===== config.mk =====
export PLATFORM = sky130hd
export DESIGN_NAME = bin_to_gray_wptr
export DESIGN_NICKNAME = d
export VERILOG_FILES = /design/src/rtl/bin_to_gray_wptr.sv
export SDC_FILE = /design/constraint.sdc
export NUM_CORES = 1
export LEC_CHECK = 0
export ABC_CLOCK_PERIOD_IN_PS = 1500
export BUFFER_PORTS_ARGS = -buffer_cell sky130_fd_sc_hd__clkbuf_2
export CAP_MARGIN = 10
export CORE_AREA = 2 2 39 41
export DETAILED_ROUTE_END_ITERATION = 10
export DIE_AREA = 0 0 41 43
export GPL_TIMING_DRIVEN = 1
export PLACE_DENSITY = 0.54
export SYNTH_ARGS = -nofsm -noshare
export SYNTH_HDL_FRONTEND = slang
export SYNTH_SLANG_ARGS = --single-unit

===== constraint.sdc =====
create_clock -name clk -period 1.5 [get_ports clk]
set_input_delay 0.15 -clock clk [delete_from_list [all_inputs] [get_ports clk]]
set_output_delay 0.15 -clock clk [all_outputs]
set_load 0.02 [all_outputs]

===== src/rtl/bin_to_gray_wptr.sv =====
// -----------------------------------------------------------------------------
// bin_to_gray_wptr
//   Write-side pointer logic for an asynchronous FIFO. Keeps a binary write
//   pointer (used to address the memory) and a registered Gray copy of it
//   (sent across to the read domain). It also produces a registered full flag.
//   The flag compares the next Gray write pointer against the read pointer,
//   which has already been synchronized into this clock domain.
//
// Parameters
//   a_length        FIFO address width; depth = 2**a_length, pointers are
//                   a_length+1 bits wide (extra bit distinguishes full/empty)
//
// Ports
//   clk             write-domain clock, all state updates on rising edge
//   rst             synchronous active-high reset
//   inc             write request from the producer
//   rptr_gray_sync  Gray read pointer, already synchronized into clk domain
//   wr_en           write accepted this cycle (inc and not full), to memory
//   waddr           memory write address, straight from the binary pointer
//   wptr_gray       registered Gray write pointer, to the read domain
//   full            registered FIFO-full flag
// -----------------------------------------------------------------------------
module bin_to_gray_wptr #(
    parameter int a_length = 3
) (
    input  logic                clk,
    input  logic                rst,
    input  logic                inc,
    input  logic [a_length:0]   rptr_gray_sync,
    output logic                wr_en,
    output logic [a_length-1:0] waddr,
    output logic [a_length:0]   wptr_gray,
    output logic                full
);

    localparam int P = a_length + 1;

    // Full means the write pointer is exactly one lap ahead of the read
    // pointer. In Gray code that is the read pointer with its two MSBs
    // inverted and its remaining bits equal. XOR with this mask does the
    // inversion.
    localparam logic [P-1:0] FULL_MASK = ~({P{1'b1}} >> 2);

    logic [P-1:0] bin_q, bin_d;
    logic [P-1:0] gray_q, gray_d;
    logic         full_q, full_d;

    always_comb begin
        wr_en  = inc & ~full_q;
        // Natural modulo-2^P wrap, no saturation.
        bin_d  = bin_q + {{(P-1){1'b0}}, wr_en};
        gray_d = bin_d ^ (bin_d >> 1);
        // Evaluated every cycle, so a read-pointer advance clears full even
        // when no write is requested.
        full_d = (gray_d == (rptr_gray_sync ^ FULL_MASK));
    end

    // ---- register stage: pointers and full flag ----
    always_ff @(posedge clk) begin
        if (rst) begin
            bin_q  <= '0;
            gray_q <= '0;
            full_q <= 1'b0;
        end else begin
            bin_q  <= bin_d;
            gray_q <= gray_d;
            full_q <= full_d;
        end
    end

    assign waddr     = bin_q[a_length-1:0];
    assign wptr_gray = gray_q;
    assign full      = full_q;

endmodule


==> out/metrics.cfg, run 1 <==
[status]
status = finished with violations
failed_checks = setup timing

[global_routing]
grt_pass1_wl_um = 1150
antenna_found_initial = 0
grt-ovfl-total = 0
grt_pass1_vias = 272
track_usage_pct = 10.8
grt_start_max_net_pins = 9

[sta]
slew_violations = 0
finalSetupViolCount = 2
holdWs_ps = 169
fin_crit_sh_pct = 108
clock_skew_ps = 4.09
fmaxAchievable_mhz = 614
finalHoldViolations = 0
fin_ws_ps = -127
period_needed_ps = 1630
tightest_slew_ps = 241
rsz0062_at_grt = yes
fin_tns_setup_ps = -154
maxSlewHeadroom_pct = 83.9

[worst_setup_path]
cp_max_fo = 3
path_cells = nor2b_4, ha_4, ha_4, xnor3_1, xnor2_1, nor4_2
cpLargestDelayFamily = XOR/XNOR gates
crit_type = flop to flop
startpoint_type = flop
ff2ff_path_depth = 6
cpPeakStageDelay_ps = 410
critPathLaunch = full
cp.depth = 6
cp_slowest_cell = xnor3_1
critPathRequiredTime_ps = 1670
r2r_start = full
cpMostUsedCell = ha_4
critical_path_arrival_ps = 1800
cp.buffers_inverters = 0
cp-end-kind = flop
ff2ff_setup_slack_ps = -130

[clock_tree]
htree_levels = 1
clock_latency_ps = 260
cts_tree = built
numCtsBuffers = 3
cts_root_buf = clkbuf_4
clk_path_buf_depth = 2
clock-sinks = 8
cts.clk_slew.worst_paths_ps = 60
ctsHoldBuffers = 0

[power]
pwr-share-comb_pct = 30.7
clkPwrFrac_pct = 30.0
p_int_mw = 0.438
seqPwrFrac_pct = 39.3
p_switching_mw = 0.176
irDropWorstVdd_mv = 0.542
power_density_nw_per_um2 = 985
leakage_nw = 0.301
p_sw_share_pct = 28.7

[worst_hold_path]
hold_path_class = primary input to flop
worstHoldStart = rst
hold-path-cell-count = 2

[synthesis]
synth_area_leaders = dfxtp_1 39%, xnor3_1 17%, xnor2_1 11%
synth_area_leader_cell = dfxtp_1
netlist_area_um2 = 409
yosysSeqAreaShare_pct = 39.1
synthDistinctLibCells = 12
ys_ff_latch = 8
synth_most_common_cell = dfxtp_1
synth_top_area_share_pct = 39.1
yosysWarnings = 0
avgSynthCellArea_um2 = 12.4
synth-edff-count = 0
synth_common_cells = 8 x dfxtp_1, 5 x xnor2_1, 4 x nor2_1, 4 x nor2b_1, 3 x xnor3_1
ys.flop_type = dfxtp_1
syn-num-nets = 42
synthArstFlopShare_pct = 0
synthCells = 33

[cells_and_area]
seq_area_um2 = 164
multiInputGateArea_um2 = 294
drive_above_1_share_pct = 53.4
area_growth_pct = 52.6
antenna_cells = 0
design_area_um2 = 624
nets = 68
fillCellCount = 139

[floorplan]
die_y_um = 43
pin_count = 16
die_x_um = 41
core_area_um2 = 1380
initial_core_util_pct = 29.6
num_rows = 14
dieArea_um2 = 1760

[placed_design]
placed_area_um2 = 578
io_buffers = 15
dp_hpwl_um = 585
dp_slack_ps = -177
place.gp.congestion = 0.656

[route]
dr.first_iter.drc_count = 1
ant_nets = 0
via_count = 325
viasPerCell = 4.39
drt_wl_total_um = 763
drc = 0
drt-pass1-iter-count = 2
wire_per_inst_um = 10.3

[job]
cap_violations = 0

## logic make-up after synthesis
family                     Yosys count  share of synthesized area, %
AOI/OAI and AO/OA                    1                          1.84
xor gates and xnor gates            11                          37.3
adders and majority gates            2                          6.12
DFF                                  8                          39.1
and+or+nand+nor                     11                          15.6
## final timing paths
| kind | end |
|---|---|
| max | full |
| min | wptr_gray[0] |
| max reg2reg | full |
| min reg2reg | bin_q[3] |
## per-stage QoR
step	utilization [%]	cells	total power [mW]
4_1_cts	45.1	74	0.627
5_1_grt	45.1	74	0.657
3_5_place_dp	41.8	69	0.438
3_3_place_gp	41.8	69	0.436
6_report	45.1	74	0.615
2_1_floorplan	-	33	0.382
## worst register-to-register path, cell delays in order, from the launching register on
cell	delay [ps]
dfxtp_4	350
nor2b_4	130
ha_4	150
ha_4	140
xnor3_1	410
xnor2_1	160
nor4_2	200
## flip-flops by register name, summed over array words and instances (netlist names)
signal	count
wptr_gray	3
bin_q	4
full	1
## final cells by class
| cell class | instances | area share, % |
|---|---|---|
| repair buffers | 21 | 19.2 |
| clock buffers | 4 | 4.21 |
| well taps | 16 | 3.21 |
| flip-flops and latches | 8 | 26.3 |
| multi-input cells | 25 | 47.1 |
## cells in the final DEF (no fill, tap or decap)
cell      netlist  routed
xnor2_1         5       4
clkbuf_4        0       3
nor2b_4         0       1
dfxtp_1         8       7
ha_4            0       2
xnor3_1         3       3
xor2_1          2       2
nor2b_1         4       3
clkbuf_2        0      15
nand2b_1        1       1
buf_4           0       6
clkbuf_1        0       1
xor3_1          1       1
nor2_1          4       4
nand3_2         0       1
dfxtp_4         0       1
xnor2_2         0       1
a21boi_0        1       1
nor4_2          1       1
## power groups by stage
stage	logic (mW)	registers, mW	clock network (mW)
3_3_place_gp	0.189	0.246	0
5_1_grt	0.209	0.243	0.205
4_1_cts	0.192	0.242	0.193
6_report	0.188	0.242	0.184
3_5_place_dp	0.192	0.247	0
2_1_floorplan	0.112	0.270	0
## metal layers
| layer | part of all wire [%] | track usage (%) | vias to the layer above |
|---|---|---|---|
| li1 | - | - | 163 |
| met1 | 48 | 14.1 | 146 |
| met2 | 41 | 12.5 | 12 |
| met3 | 6.3 | 4.71 | 4 |
| met4 | 4.5 | 10.0 | 0 |
| met5 | 0 | 0 | - |
## repair_timing
item	CTS	global route
pin swaps	2	0
endpoints found under the hold margin	0	0
gates resized for setup	2	0
setup buffers	1	0
setup endpoints to repair	2	2
(Power assumes the default switching activity.)
==> run 2: changes to the inputs <==
--- a/config.mk
+++ b/config.mk
@@ -5,7 +5,7 @@
 export SDC_FILE = /design/constraint.sdc
 export NUM_CORES = 1
 export LEC_CHECK = 0
-export ABC_CLOCK_PERIOD_IN_PS = 1500
+export ABC_CLOCK_PERIOD_IN_PS = 1300
 export BUFFER_PORTS_ARGS = -buffer_cell sky130_fd_sc_hd__clkbuf_2
 export CAP_MARGIN = 10
 export CORE_AREA = 2 2 39 41
==> constraint.sdc (replaced) <==
create_clock -name clk -period 1.3 [get_ports clk]
set_input_delay 0.13 -clock clk [delete_from_list [all_inputs] [get_ports clk]]
set_output_delay 0.13 -clock clk [all_outputs]
set_load 0.02 [all_outputs]
==> run 2 against run 1 <==
Effect of this change:
- the flow still finishes with violations (setup timing)
- highest routed layer is now met3
- clock skew up 3.5 ps
- total power is 23% higher
- critical path depth is the same
- count of clock-buffer cells in the layout is the same
- maximum frequency grew 0.16%
- wire length grew 8.3%
- global-route usage rose by 0.25 points
- combinational power increased by 40%
- utilization up 5.3 points
- first-iteration DRC count did not move
- final cell count up 5.4%
==> out/metrics.cfg, run 2 (synthesized netlist as in run 1, its figures left out) <==
[cells_and_area]
nets = 72  ; +5.9%
antenna_cells = 0  ; unchanged
max_flop_register = bin_q
drive_above_1_share_pct = 59.7  ; +6.2 points
layout_commonest_cell = clkbuf_2
layout.cells.most_common_list = 15 x clkbuf_2, 7 x dfxtp_1, 6 x buf_4
largest_reg_flops = 4  ; unchanged
area_growth_pct = 70.6
fin_cells = 78  ; +5.4%
final_core_util_pct = 50.5  ; +5.3 points

[placed_design]
dp.cells = 70  ; +1.4%
place.gp.congestion = 0.678  ; +3.3%
dp_hpwl_um = 591  ; +1.1%
dp_slack_ps = -366  ; -189 ps
io_buffers = 15  ; unchanged

[route]
viasPerCell = 4.23  ; -3.7%
drt_wl_total_um = 826  ; +8.3%
drt-pass1-iter-count = 4  ; +2
wire_per_inst_um = 10.6  ; +2.7%
via_count = 330  ; +1.5%
ant_nets = 0  ; unchanged
drc = 0  ; unchanged
dr.first_iter.drc_count = 1  ; unchanged

[power]
power_density_nw_per_um2 = 1090  ; +10%
leakage_nw = 0.331  ; +10%
finalPower_mw = 0.758  ; +23%
irDropWorstVdd_mv = 0.549  ; +1.2%

[sta]
period_needed_ps = 1620  ; -2.68 ps
holdWs_ps = 154  ; -15.4 ps
clock_skew_ps = 7.64  ; +3.55 ps
slew_violations = 0  ; unchanged
tightest_slew_ps = 376  ; +135 ps
fin_ws_ps = -325  ; -197 ps
finalSetupViolCount = 4  ; +2
finalHoldViolations = 0  ; unchanged
fin_crit_sh_pct = 125  ; +16 points
fmaxAchievable_mhz = 615  ; +0.16%
maxSlewHeadroom_pct = 74.9  ; -9.0 points
rsz0062_at_grt = yes

[worst_setup_path]
cp_slowest_cell = xnor3_1
r2r_start = full
path_cells = nor2b_4, ha_4, ha_4, xnor3_1, xnor2_1, nor4_2
critical_path_arrival_ps = 1790  ; about the same
ff2ff_path_depth = 6  ; unchanged
crit_type = flop to flop
critPathRequiredTime_ps = 1470  ; -200 ps
cpMostUsedCell = ha_4
cp_max_fo = 3  ; unchanged
cp-end-kind = flop
ff2ff_setup_slack_ps = -320  ; -200 ps
cpPeakStageDelay_ps = 420  ; about the same
startpoint_type = flop
reg2reg_to = full

[worst_hold_path]
worstHoldStart = rst
hold_path_class = primary input to flop
hold-path-cell-count = 2  ; unchanged
whs_endpoint = wptr_gray[1]

[global_routing]
grt_pass1_vias = 321  ; +18%
track_usage_pct = 11.1  ; +0.25 points
grt_pass1_wl_um = 1280  ; +11%
grt-ovfl-total = 0  ; unchanged
grt_start_max_net_pins = 9  ; unchanged
antenna_found_initial = 0  ; unchanged

[clock_tree]
htree_levels = 1  ; unchanged
clock-sinks = 8  ; unchanged
clock_latency_ps = 260  ; about the same
clk_path_buf_depth = 2  ; unchanged
ctsHoldBuffers = 0  ; unchanged
cts.clk_slew.worst_paths_ps = 70  ; about the same
cts_tree = built
numCtsBuffers = 3  ; unchanged
cts_root_buf = clkbuf_4

[status]
failed_checks = setup timing
status = finished with violations

[floorplan]
die_x_um = 41  ; unchanged
die_y_um = 43  ; unchanged
num_rows = 14  ; unchanged
core_area_um2 = 1380  ; unchanged
initial_core_util_pct = 29.6  ; unchanged
dieArea_um2 = 1760  ; unchanged
pin_count = 16  ; unchanged

[job]
cap_violations = 0  ; unchanged

==> run 2: changes by cell type in the layout (fill, tap and decap cells not counted), sizes merged <==
cell	change
buf	+4
==> run 2: per-layer routing <==
metal / vias up / wire length [um] / track usage, %
met1: 147 / 377 / 14.7
met5: - / 0 / 0
li1: 173 / - / -
met3: 0 / 60 / 3.66
met4: 0 / 0 / 6.00
met2: 10 / 387 / 15.3
==> run 2: area by class of cell <==
| cell class | count | area [um2] |
|---|---|---|
| clock buffers | 4 | 26.3 |
| fillers | 133 | 686 |
| multi-input cells | 25 | 323 |
| flip-flops and latches | 8 | 164 |
| well taps | 16 | 20.0 |
| repair buffers | 25 | 165 |
==> run 2: report_power, final <==
group	internal [mW]	switching, mW	total [mW]
clock	0.118	0.0970	0.215
sequential	0.266	0.0141	0.280
combinational	0.152	0.111	0.264
total	0.536	0.223	0.758
==> run 2: how the worst max path moves through the flow <==
stage	startpoint	endpoint	slack [ps]	cells after the start
after floorplan	full	full	-420	6
after global placement	full	full	-390	6
after detailed placement	full	full	-370	6
after CTS	full	full	-330	6
after global routing	full	full	-410	6
final	full	full	-320	6
==> run 2: worst max-delay path, delay by kind of cell, from the launching register on <==
family	cells	cell delay [ps]
xor gates and xnor gates	2	570
DFF	1	350
and+or+nand+nor	2	320
adders and majority gates	2	290
==> run 2: repair_timing <==
action | 4_1_cts | 5_1_grt
setup endpoints to repair | 4 | 6
pin swaps | 3 | 5
gates resized for setup | 4 | 6
setup buffers | 3 | 3
==> run 2: through the flow <==
step                      area (um2)  setup TNS, ps
after floorplan                  445           -794
after global placement           586           -644
after detailed placement         586           -642
after CTS                        662           -764
after global routing             698          -1110
final                            698           -825
